### src/rtl/ysyx_23060332_ctrl_if.sv
// ysyx_23060332_ctrl_if -- bundle of the control unit's pipeline-side signals.
//   IFU   : ifu_req_o, ifu_rvalid_i, ifu_rdata_i[31:0], pc_o[31:0]
//   IDU   : inst_o[31:0], dec_is_mem_i, dec_halt_i, reg_wen_i, reg_wen_o
//   EXU   : exu_jump_i, exu_jaddr_i[31:0]
//   LSU   : lsu_req_o, lsu_done_i
//   status: halt_o
// Modport master is the controller; modport slave is the surrounding core.
interface ysyx_23060332_ctrl_if;
  logic        ifu_req_o;
  logic        ifu_rvalid_i;
  logic [31:0] ifu_rdata_i;
  logic [31:0] pc_o;
  logic [31:0] inst_o;
  logic        dec_is_mem_i;
  logic        dec_halt_i;
  logic        exu_jump_i;
  logic [31:0] exu_jaddr_i;
  logic        lsu_req_o;
  logic        lsu_done_i;
  logic        reg_wen_i;
  logic        reg_wen_o;
  logic        halt_o;

  modport master (
    output ifu_req_o, pc_o, inst_o, lsu_req_o, reg_wen_o, halt_o,
    input  ifu_rvalid_i, ifu_rdata_i, dec_is_mem_i, dec_halt_i,
           exu_jump_i, exu_jaddr_i, lsu_done_i, reg_wen_i
  );

  modport slave (
    input  ifu_req_o, pc_o, inst_o, lsu_req_o, reg_wen_o, halt_o,
    output ifu_rvalid_i, ifu_rdata_i, dec_is_mem_i, dec_halt_i,
           exu_jump_i, exu_jaddr_i, lsu_done_i, reg_wen_i
  );
endinterface

### src/rtl/ysyx_23060332_ctrl.sv
// ysyx_23060332_ctrl -- multi-cycle core sequencer
// (FETCH -> DECODE -> EXEC -> [MEM] -> WB, terminal HALT).
// Ports:
//   clk          core clock
//   rst          synchronous active-high reset
//   bus          ysyx_23060332_ctrl_if.master (IFU/IDU/EXU/LSU handshakes, pc, inst)
//   cycle_cnt_o  non-HALT cycle counter   (only with CTRL_PERF_EN)
//   inst_cnt_o   retired (WB) instruction counter (only with CTRL_PERF_EN)
// Optional feature macro: CTRL_PERF_EN enables the performance counters.
module ysyx_23060332_ctrl (
  input  logic                       clk,
  input  logic                       rst,
  ysyx_23060332_ctrl_if.master       bus
`ifdef CTRL_PERF_EN
  ,
  output logic [31:0]                cycle_cnt_o,
  output logic [31:0]                inst_cnt_o
`endif
);

  typedef enum logic [2:0] {
    FETCH,
    DECODE,
    EXEC,
    MEM,
    WB,
    HALT
  } state_t;

  state_t      state;
  logic [31:0] pc;
  logic [31:0] inst;
  logic        ifu_req;
  logic        lsu_req;
  logic        wb;
  logic        halt;
  logic [31:0] jump_tgt;

  // Jump targets are halfword-aligned by clearing bit 0.
  assign jump_tgt = bus.exu_jaddr_i & ~32'h1;

  // Request/status flags are registered alongside the state so they track the
  // state one-to-one; ifu_req is left low in the first post-reset cycle.
  always_ff @(posedge clk) begin
    if (rst) begin
      state   <= FETCH;
      pc      <= 32'h8000_0000;
      inst    <= 32'h0000_0013;
      ifu_req <= 1'b0;
      lsu_req <= 1'b0;
      wb      <= 1'b0;
      halt    <= 1'b0;
    end else begin
      case (state)
        FETCH: begin
          if (bus.ifu_rvalid_i) begin
            inst    <= bus.ifu_rdata_i;
            ifu_req <= 1'b0;
            state   <= DECODE;
          end else begin
            ifu_req <= 1'b1;
          end
        end
        DECODE: begin
          if (bus.dec_halt_i) begin
            halt  <= 1'b1;
            state <= HALT;
          end else begin
            state <= EXEC;
          end
        end
        EXEC: begin
          if (bus.dec_is_mem_i) begin
            lsu_req <= 1'b1;
            state   <= MEM;
          end else begin
            wb    <= 1'b1;
            state <= WB;
          end
        end
        MEM: begin
          if (bus.lsu_done_i) begin
            lsu_req <= 1'b0;
            wb      <= 1'b1;
            state   <= WB;
          end
        end
        WB: begin
          pc      <= bus.exu_jump_i ? jump_tgt : pc + 32'd4;
          wb      <= 1'b0;
          ifu_req <= 1'b1;
          state   <= FETCH;
        end
        HALT: begin
          state <= HALT;
        end
        default: begin
          ifu_req <= 1'b0;
          lsu_req <= 1'b0;
          wb      <= 1'b0;
          state   <= FETCH;
        end
      endcase
    end
  end

`ifdef CTRL_PERF_EN
  logic [31:0] cycle_cnt;
  logic [31:0] inst_cnt;

  always_ff @(posedge clk) begin
    if (rst) begin
      cycle_cnt <= '0;
      inst_cnt  <= '0;
    end else begin
      if (state != HALT) cycle_cnt <= cycle_cnt + 32'd1;
      if (state == WB)   inst_cnt  <= inst_cnt + 32'd1;
    end
  end

  assign cycle_cnt_o = cycle_cnt;
  assign inst_cnt_o  = inst_cnt;
`endif

  assign bus.ifu_req_o = ifu_req;
  assign bus.lsu_req_o = lsu_req;
  assign bus.pc_o      = pc;
  assign bus.inst_o    = inst;
  assign bus.halt_o    = halt;
  // reg_wen_i is only looked at while in WB.
  assign bus.reg_wen_o = wb & bus.reg_wen_i;

endmodule

### src/flat_wrapper.sv
// flat-port wrapper written by rule: the top's interface ports become plain ports
module ysyx_23060332_ctrl_flat 
  (clk, rst, bus_ifu_req_o, bus_pc_o, bus_inst_o, bus_lsu_req_o, bus_reg_wen_o, bus_halt_o, bus_ifu_rvalid_i, bus_ifu_rdata_i, bus_dec_is_mem_i, bus_dec_halt_i, bus_exu_jump_i, bus_exu_jaddr_i, bus_lsu_done_i, bus_reg_wen_i);
  ysyx_23060332_ctrl_if bus_i ();
  input  logic clk;
  input  logic rst;
  output wire logic [$bits(bus_i.ifu_req_o)-1:0] bus_ifu_req_o;
  output wire logic [$bits(bus_i.pc_o)-1:0] bus_pc_o;
  output wire logic [$bits(bus_i.inst_o)-1:0] bus_inst_o;
  output wire logic [$bits(bus_i.lsu_req_o)-1:0] bus_lsu_req_o;
  output wire logic [$bits(bus_i.reg_wen_o)-1:0] bus_reg_wen_o;
  output wire logic [$bits(bus_i.halt_o)-1:0] bus_halt_o;
  input wire logic [$bits(bus_i.ifu_rvalid_i)-1:0] bus_ifu_rvalid_i;
  input wire logic [$bits(bus_i.ifu_rdata_i)-1:0] bus_ifu_rdata_i;
  input wire logic [$bits(bus_i.dec_is_mem_i)-1:0] bus_dec_is_mem_i;
  input wire logic [$bits(bus_i.dec_halt_i)-1:0] bus_dec_halt_i;
  input wire logic [$bits(bus_i.exu_jump_i)-1:0] bus_exu_jump_i;
  input wire logic [$bits(bus_i.exu_jaddr_i)-1:0] bus_exu_jaddr_i;
  input wire logic [$bits(bus_i.lsu_done_i)-1:0] bus_lsu_done_i;
  input wire logic [$bits(bus_i.reg_wen_i)-1:0] bus_reg_wen_i;
  assign bus_ifu_req_o = bus_i.ifu_req_o;
  assign bus_pc_o = bus_i.pc_o;
  assign bus_inst_o = bus_i.inst_o;
  assign bus_lsu_req_o = bus_i.lsu_req_o;
  assign bus_reg_wen_o = bus_i.reg_wen_o;
  assign bus_halt_o = bus_i.halt_o;
  assign bus_i.ifu_rvalid_i = bus_ifu_rvalid_i;
  assign bus_i.ifu_rdata_i = bus_ifu_rdata_i;
  assign bus_i.dec_is_mem_i = bus_dec_is_mem_i;
  assign bus_i.dec_halt_i = bus_dec_halt_i;
  assign bus_i.exu_jump_i = bus_exu_jump_i;
  assign bus_i.exu_jaddr_i = bus_exu_jaddr_i;
  assign bus_i.lsu_done_i = bus_lsu_done_i;
  assign bus_i.reg_wen_i = bus_reg_wen_i;
  ysyx_23060332_ctrl u_core (.clk(clk), .rst(rst), .bus(bus_i));
endmodule
### config.mk
export PLATFORM = sky130hd
export DESIGN_NAME = ysyx_23060332_ctrl_flat
export DESIGN_NICKNAME = d
export VERILOG_FILES = /design/src/rtl/ysyx_23060332_ctrl_if.sv /design/src/rtl/ysyx_23060332_ctrl.sv /design/src/flat_wrapper.sv
export SDC_FILE = /design/constraint.sdc
export NUM_CORES = 1
export LEC_CHECK = 0
export CAP_MARGIN = 20
export CORE_ASPECT_RATIO = 1.75
export CORE_UTILIZATION = 35
export DETAILED_ROUTE_END_ITERATION = 8
export PLACE_DENSITY = 0.81
export SLEW_MARGIN = 10
export SYNTH_ARGS = -nofsm -noshare
export SYNTH_HDL_FRONTEND = slang
export SYNTH_SLANG_ARGS = --single-unit
### constraint.sdc
create_clock -name clk -period 1.8 [get_ports clk]
set_input_delay 0.27 -clock clk [delete_from_list [all_inputs] [get_ports clk]]
set_output_delay 0.27 -clock clk [all_outputs]
set_load 0.01 [all_outputs]
# Word level (Yosys, flattened, before mapping)
# Cells that the tools add are included.
dict set report classes {
  addsub 1
  eq_ne 9
  mux 14
  bitwise 3
  reduce_logical 9
}
# operator count
set op_table {}
lappend op_table {{$add A32 B3 Y32 const B} 1}
lappend op_table {{$mux W32} 1}
lappend op_table {{$pmux W3 S5} 1}
lappend op_table {{$mux W3} 4}
lappend op_table {{$pmux W1 S3} 3}
lappend op_table {{$ne A2 B2 Y1 const B} 4}
lappend op_table {{$reduce_or A4 Y1} 2}
lappend op_table {{$eq A3 B2 Y1 const B} 2}
lappend op_table {{$eq A3 B3 Y1 const B} 2}
lappend op_table {{$reduce_and A2 Y1} 3}
lappend op_table {{$reduce_and A3 Y1} 2}
lappend op_table {{$mux W1} 5}
lappend op_table {{$eq A3 B1 Y1 const B} 1}
lappend op_table {{$logic_not A3 Y1} 1}
lappend op_table {{$reduce_or A3 Y1} 1}
lappend op_table {{$not A1 Y1} 2}
lappend op_table {{$and A1 B1 Y1} 1}
dict set report word_totals {
  ff_bits 71
  inputBits 72
  out_inout_bits 68
}

# Logic depth before layout (Yosys ltp)
dict set report depth {
  ltp_word 4
  mapped_depth 8
  depth_no_buf 6
}

# Worst setup path after synthesis
# OpenSTA, ideal clock, no wires.
dict set report synth_timing {
  path_type {register to register}
  startpoint {reg u_core.pc[2], in the netlist u_core.bus.pc_o[2]}
  endpoint {reg u_core.pc[26], in the netlist u_core.bus.pc_o[26]}
  setup_time_ns 0.130
  arrival_ns 1.728
  path_slack_ns -0.058
  stages_incl_launch_ff 7
  path_cell_list {dfxtp_1 > ha_1 > and4_1 > nand3_2 > nor4_1 > mux2i_1 > o22ai_1}
}
dict set report synth_via {
  elab_chain_cells 2
}
# item line
set synth_lines {}
lappend synth_lines {{start, declared} ysyx_23060332_ctrl.sv:31} ;# logic [31:0] pc;
lappend synth_lines {{start signal, assigned} ysyx_23060332_ctrl.sv:89} ;# pc <= bus.exu_jump_i ? jump_tgt : pc + 32'd4;
lappend synth_lines {{$add A32 B3 Y32} ysyx_23060332_ctrl.sv:89}
lappend synth_lines {{$mux W32} ysyx_23060332_ctrl.sv:89}
# No other way between the ends.
# A chain may end at the register's enable or synchronous reset.

# Worst setup path in the final report
dict set report layout_timing {
  startpoint {reg u_core.pc[3], in the netlist u_core.bus.pc_o[3]}
  endpoint {reg u_core.pc[28], in the netlist u_core.bus.pc_o[28]}
}
# Same word-level chain as after synthesis.

==> results.py <==
metrics = {
    "placed_design": {
        "dp_hpwl_mm": 8.15,
        "dp_slack_ns": 0.0580,
        "placed_cell_area_um2": 5210,
        "io_buffers": 137,
        "placed_cells": 723,
        "place_congestion": 0.968,
    },
    "final_layout": {
        "fin_cells": 740,
        "final_core_util_pct": 58.1,
        "num-nets-final": 686,
        "final_area_um2": 5540,
        "diodes": 0,
        "syn2layout_area_growth_pct": 60.1,
        "fillers": 844,
        "drive_gt1_share_pct": 12.8,
    },
    "logic_synthesis": {
        "synth_area_um2": 3460,
        "synth_compound_area_share_pct": 23.4,
        "synth_fa_ha_area_share_pct": 0.362,
        "ys_seq_elements": 70,
        "ys_types": 52,
        "synth_ff_type": "dfxtp_1",
        "synth_edf_count": 0,
        "synth_top_family_by_area": "simple AND/OR/NAND/NOR gates",
        "synth-xor-area-share_pct": 0,
        "avgSynthCellArea_um2": 7.55,
        "yosysSeqAreaShare_pct": 40.5,
        "syn_nets": 531,
        "synthSimpleGateAreaFrac_pct": 28.0,
        "syn_inst": 458,
        "async_reset_ff_share_pct": 0,
        "yosysWarnings": 0,
        "synth_mux_area_share_pct": 2.31,
    },
    "drt": {
        "drc_errors": 0,
        "drt_iter0_markers": 263,
        "vias_per_cell": 5.49,
        "antenna_left": 0,
        "vias": 4062,
        "avgRoutedWirePerCell_um": 15.4,
        "routed_wl_mm": 11.4,
        "dr.pass1.iters": 5,
    },
    "critical_path": {
        "r2r_setup_slack_ns": 0.04,
        "setup.worst_path.start_class": "flop",
        "cp_max_fo": 4,
        "reg2reg_depth": 5,
        "end_kind": "flop",
        "timing.rr.end": "u_core.bus.pc_o[28]",
        "path_class": "reg -> reg",
        "required_ns": 2.02,
        "arrival_ns": 1.97,
        "r2r-start": "u_core.bus.pc_o[3]",
    },
    "power": {
        "irDropWorstVdd_v": 0.000623,
        "p_clk_share_pct": 39.2,
        "p_per_area_nw_per_um2": 775,
        "pwr-share-comb_pct": 20.8,
        "internal-power_mw": 3.13,
        "switching_share_pct": 27.2,
        "leakage_nw": 2.07,
        "p_switching_mw": 1.17,
        "power.total_mw": 4.29,
        "power_frac_seq_pct": 40.0,
    },
    "clock_tree": {
        "cts_root_buffer": "clkbuf_16",
        "cts_buffers": 9,
        "path_clk_slew_ns": 0.06,
        "cts_tree": "built",
        "clk_latency_ns": 0.33,
        "hold_buffers": 0,
        "cts.path.max_buffers": 2,
        "cts_htree_levels": 3,
        "clock_sinks": 70,
    },
    "flow_run": {
        "cap_violations": 0,
    },
    "hold_path": {
        "whs_endpoint": "u_core.bus.halt_o",
        "min_path_cells": 2,
        "hold_start": "rst",
        "hp-class": "in -> reg",
    },
    "grt": {
        "grt_pass1_vias": 4005,
        "grt_start_max_net_pins": 51,
        "grt_antenna_before_repair": 0,
        "track_usage_pct": 22.7,
        "overflow": 0,
        "grt_pass1_wl_mm": 18.9,
    },
    "timing": {
        "fmax_mhz": 569,
        "setup_tns_ns": 0,
        "period_share_pct": 97.7,
        "holdWs_ns": 0.289,
        "finalWorstSetupSlack_ns": 0.0412,
        "setup_violations": 0,
        "min_period_ns": 1.76,
        "drv_slew": 0,
        "hold_violations": 0,
        "fin_skew_ns": 0.00336,
    },
    "die": {
        "coreArea_um2": 9530,
        "num_rows": 47,
        "die_x_um": 77.2,
        "ioPinCount": 140,
        "dieArea_um2": 10300,
        "die_y_um": 134,
        "initial_core_util_pct": 36.3,
    },
    "status": {
        "status": "finished, final reports clean",
    },
}
==> critical path, stage by stage, from the launching register on <==
cell	delay (ns)
dfxtp_2	0.34
ha_2	0.19
nand4_1	0.19
nor2_2	0.24
nand4_1	0.25
a311o_1	0.43
==> cell usage after synthesis, drive strengths merged (2+ instances only) <==
library cell | n | area share (%)
clkbuf | 21 | 2.3
and3 | 10 | 1.8
o41ai | 5 | 1.3
nor4 | 6 | 1.3
a22oi | 5 | 1.1
nand2 | 97 | 11
dfxtp | 70 | 41
nand4 | 12 | 2.8
o211ai | 5 | 1.1
nor3 | 8 | 1.5
a211oi | 4 | 0.87
nor2 | 31 | 3.4
a21o | 2 | 0.43
and4 | 4 | 1.1
o21ai | 20 | 2.9
nand3 | 23 | 3.5
a31oi | 13 | 2.4
o22ai | 7 | 1.3
buf | 15 | 2.2
a32o | 2 | 0.58
or3 | 2 | 0.36
and2 | 2 | 0.36
a21oi | 57 | 8.2
a32oi | 2 | 0.51
o31ai | 3 | 0.65
inv | 7 | 0.76
mux2i | 8 | 2.3
==> placed cells by master (no fill, tap or decap), drive strengths merged, types with 2 or more instances in the layout <==
master         instances
a21o                   2
nor3                   8
clkdlybuf4s50        135
o211ai                 5
or3                    2
dfxtp                 70
nand4                 12
a32oi                  2
and2                   2
buf                   45
clkbuf                11
a32o                   2
nor2                  31
clkinvlp               2
nor4                   6
o21ai                 20
o41ai                  5
a21oi                 57
o31ai                  3
nand2                 97
nand3                 23
a211oi                 4
clkinv                 4
mux2i                  8
a22oi                  5
and4                   4
a31oi                 13
inv                    7
and3                  10
o22ai                  7
==> worst max-delay path by stage <==
stage                        from             endpoint  slack [ns]  depth (start not counted)
5_1_grt        u_core.bus.pc_o[2]  u_core.bus.pc_o[30]       -0.03                          6
6_report       u_core.bus.pc_o[3]  u_core.bus.pc_o[28]        0.04                          5
4_1_cts        u_core.bus.pc_o[3]  u_core.bus.pc_o[28]        0.04                          5
3_3_place_gp   u_core.bus.pc_o[2]  u_core.bus.pc_o[26]         0.1                          6
2_1_floorplan  u_core.bus.pc_o[7]  u_core.bus.pc_o[29]        0.06                          7
3_5_place_dp   u_core.bus.pc_o[3]  u_core.bus.pc_o[28]        0.06                          5
==> flip-flops by register name (all words and copies together) (netlist names) <==
| signal | cells |
|---|---|
| u_core.bus.inst_o | 32 |
| u_core.bus.pc_o | 31 |
| u_core.state | 3 |
| u_core.bus.halt_o | 1 |
| u_core.bus.ifu_req_o | 1 |
| u_core.bus.lsu_req_o | 1 |
| u_core.wb | 1 |
==> logic make-up after synthesis <==
| kind of cell | count (synthesis) |
|---|---|
| other | 1 |
| AOI/OAI and AO/OA | 133 |
| buffers and inverters | 44 |
| muxes | 8 |
| adders and majority gates | 1 |
| and+or+nand+nor | 201 |
| DFF | 70 |
==> final cells by class <==
type                            instances  area (um2)  area share [%]
Clock inverter                          5        33.8           0.610
Timing Repair Buffer                  180        1730            31.3
Clock buffer                           11         253            4.56
Tap cell                              122         153            2.76
Inverter                                8        30.0           0.542
Sequential cell                        70        1400            25.4
Multi-Input combinational cell        344        1930            34.9
==> per-layer routing <==
layer	track usage [%]	vias to the layer above	part of all wire (%)
li1	-	1958	-
met1	23.7	1899	36
met2	40.3	174	53
met3	6.16	31	7.3
met4	12.9	0	3.8
met5	0	-	0
==> timing repair <==
action | 4_1_cts | 5_1_grt
endpoints found under the setup margin | 1 | 5
resized for setup | 1 | 5
pin swaps | 0 | 3
setup buffers | 0 | 1
==> power by group through the flow <==
stage	clock network [mW]	logic, mW	registers, mW
final	1.68	0.892	1.72
after global routing	1.80	0.969	1.73
after CTS	1.71	0.893	1.72
after detailed placement	0	0.886	1.75
after global placement	0	0.864	1.74
after floorplan	0	0.341	1.80
Note: power is estimated with default switching activity, not from simulation.
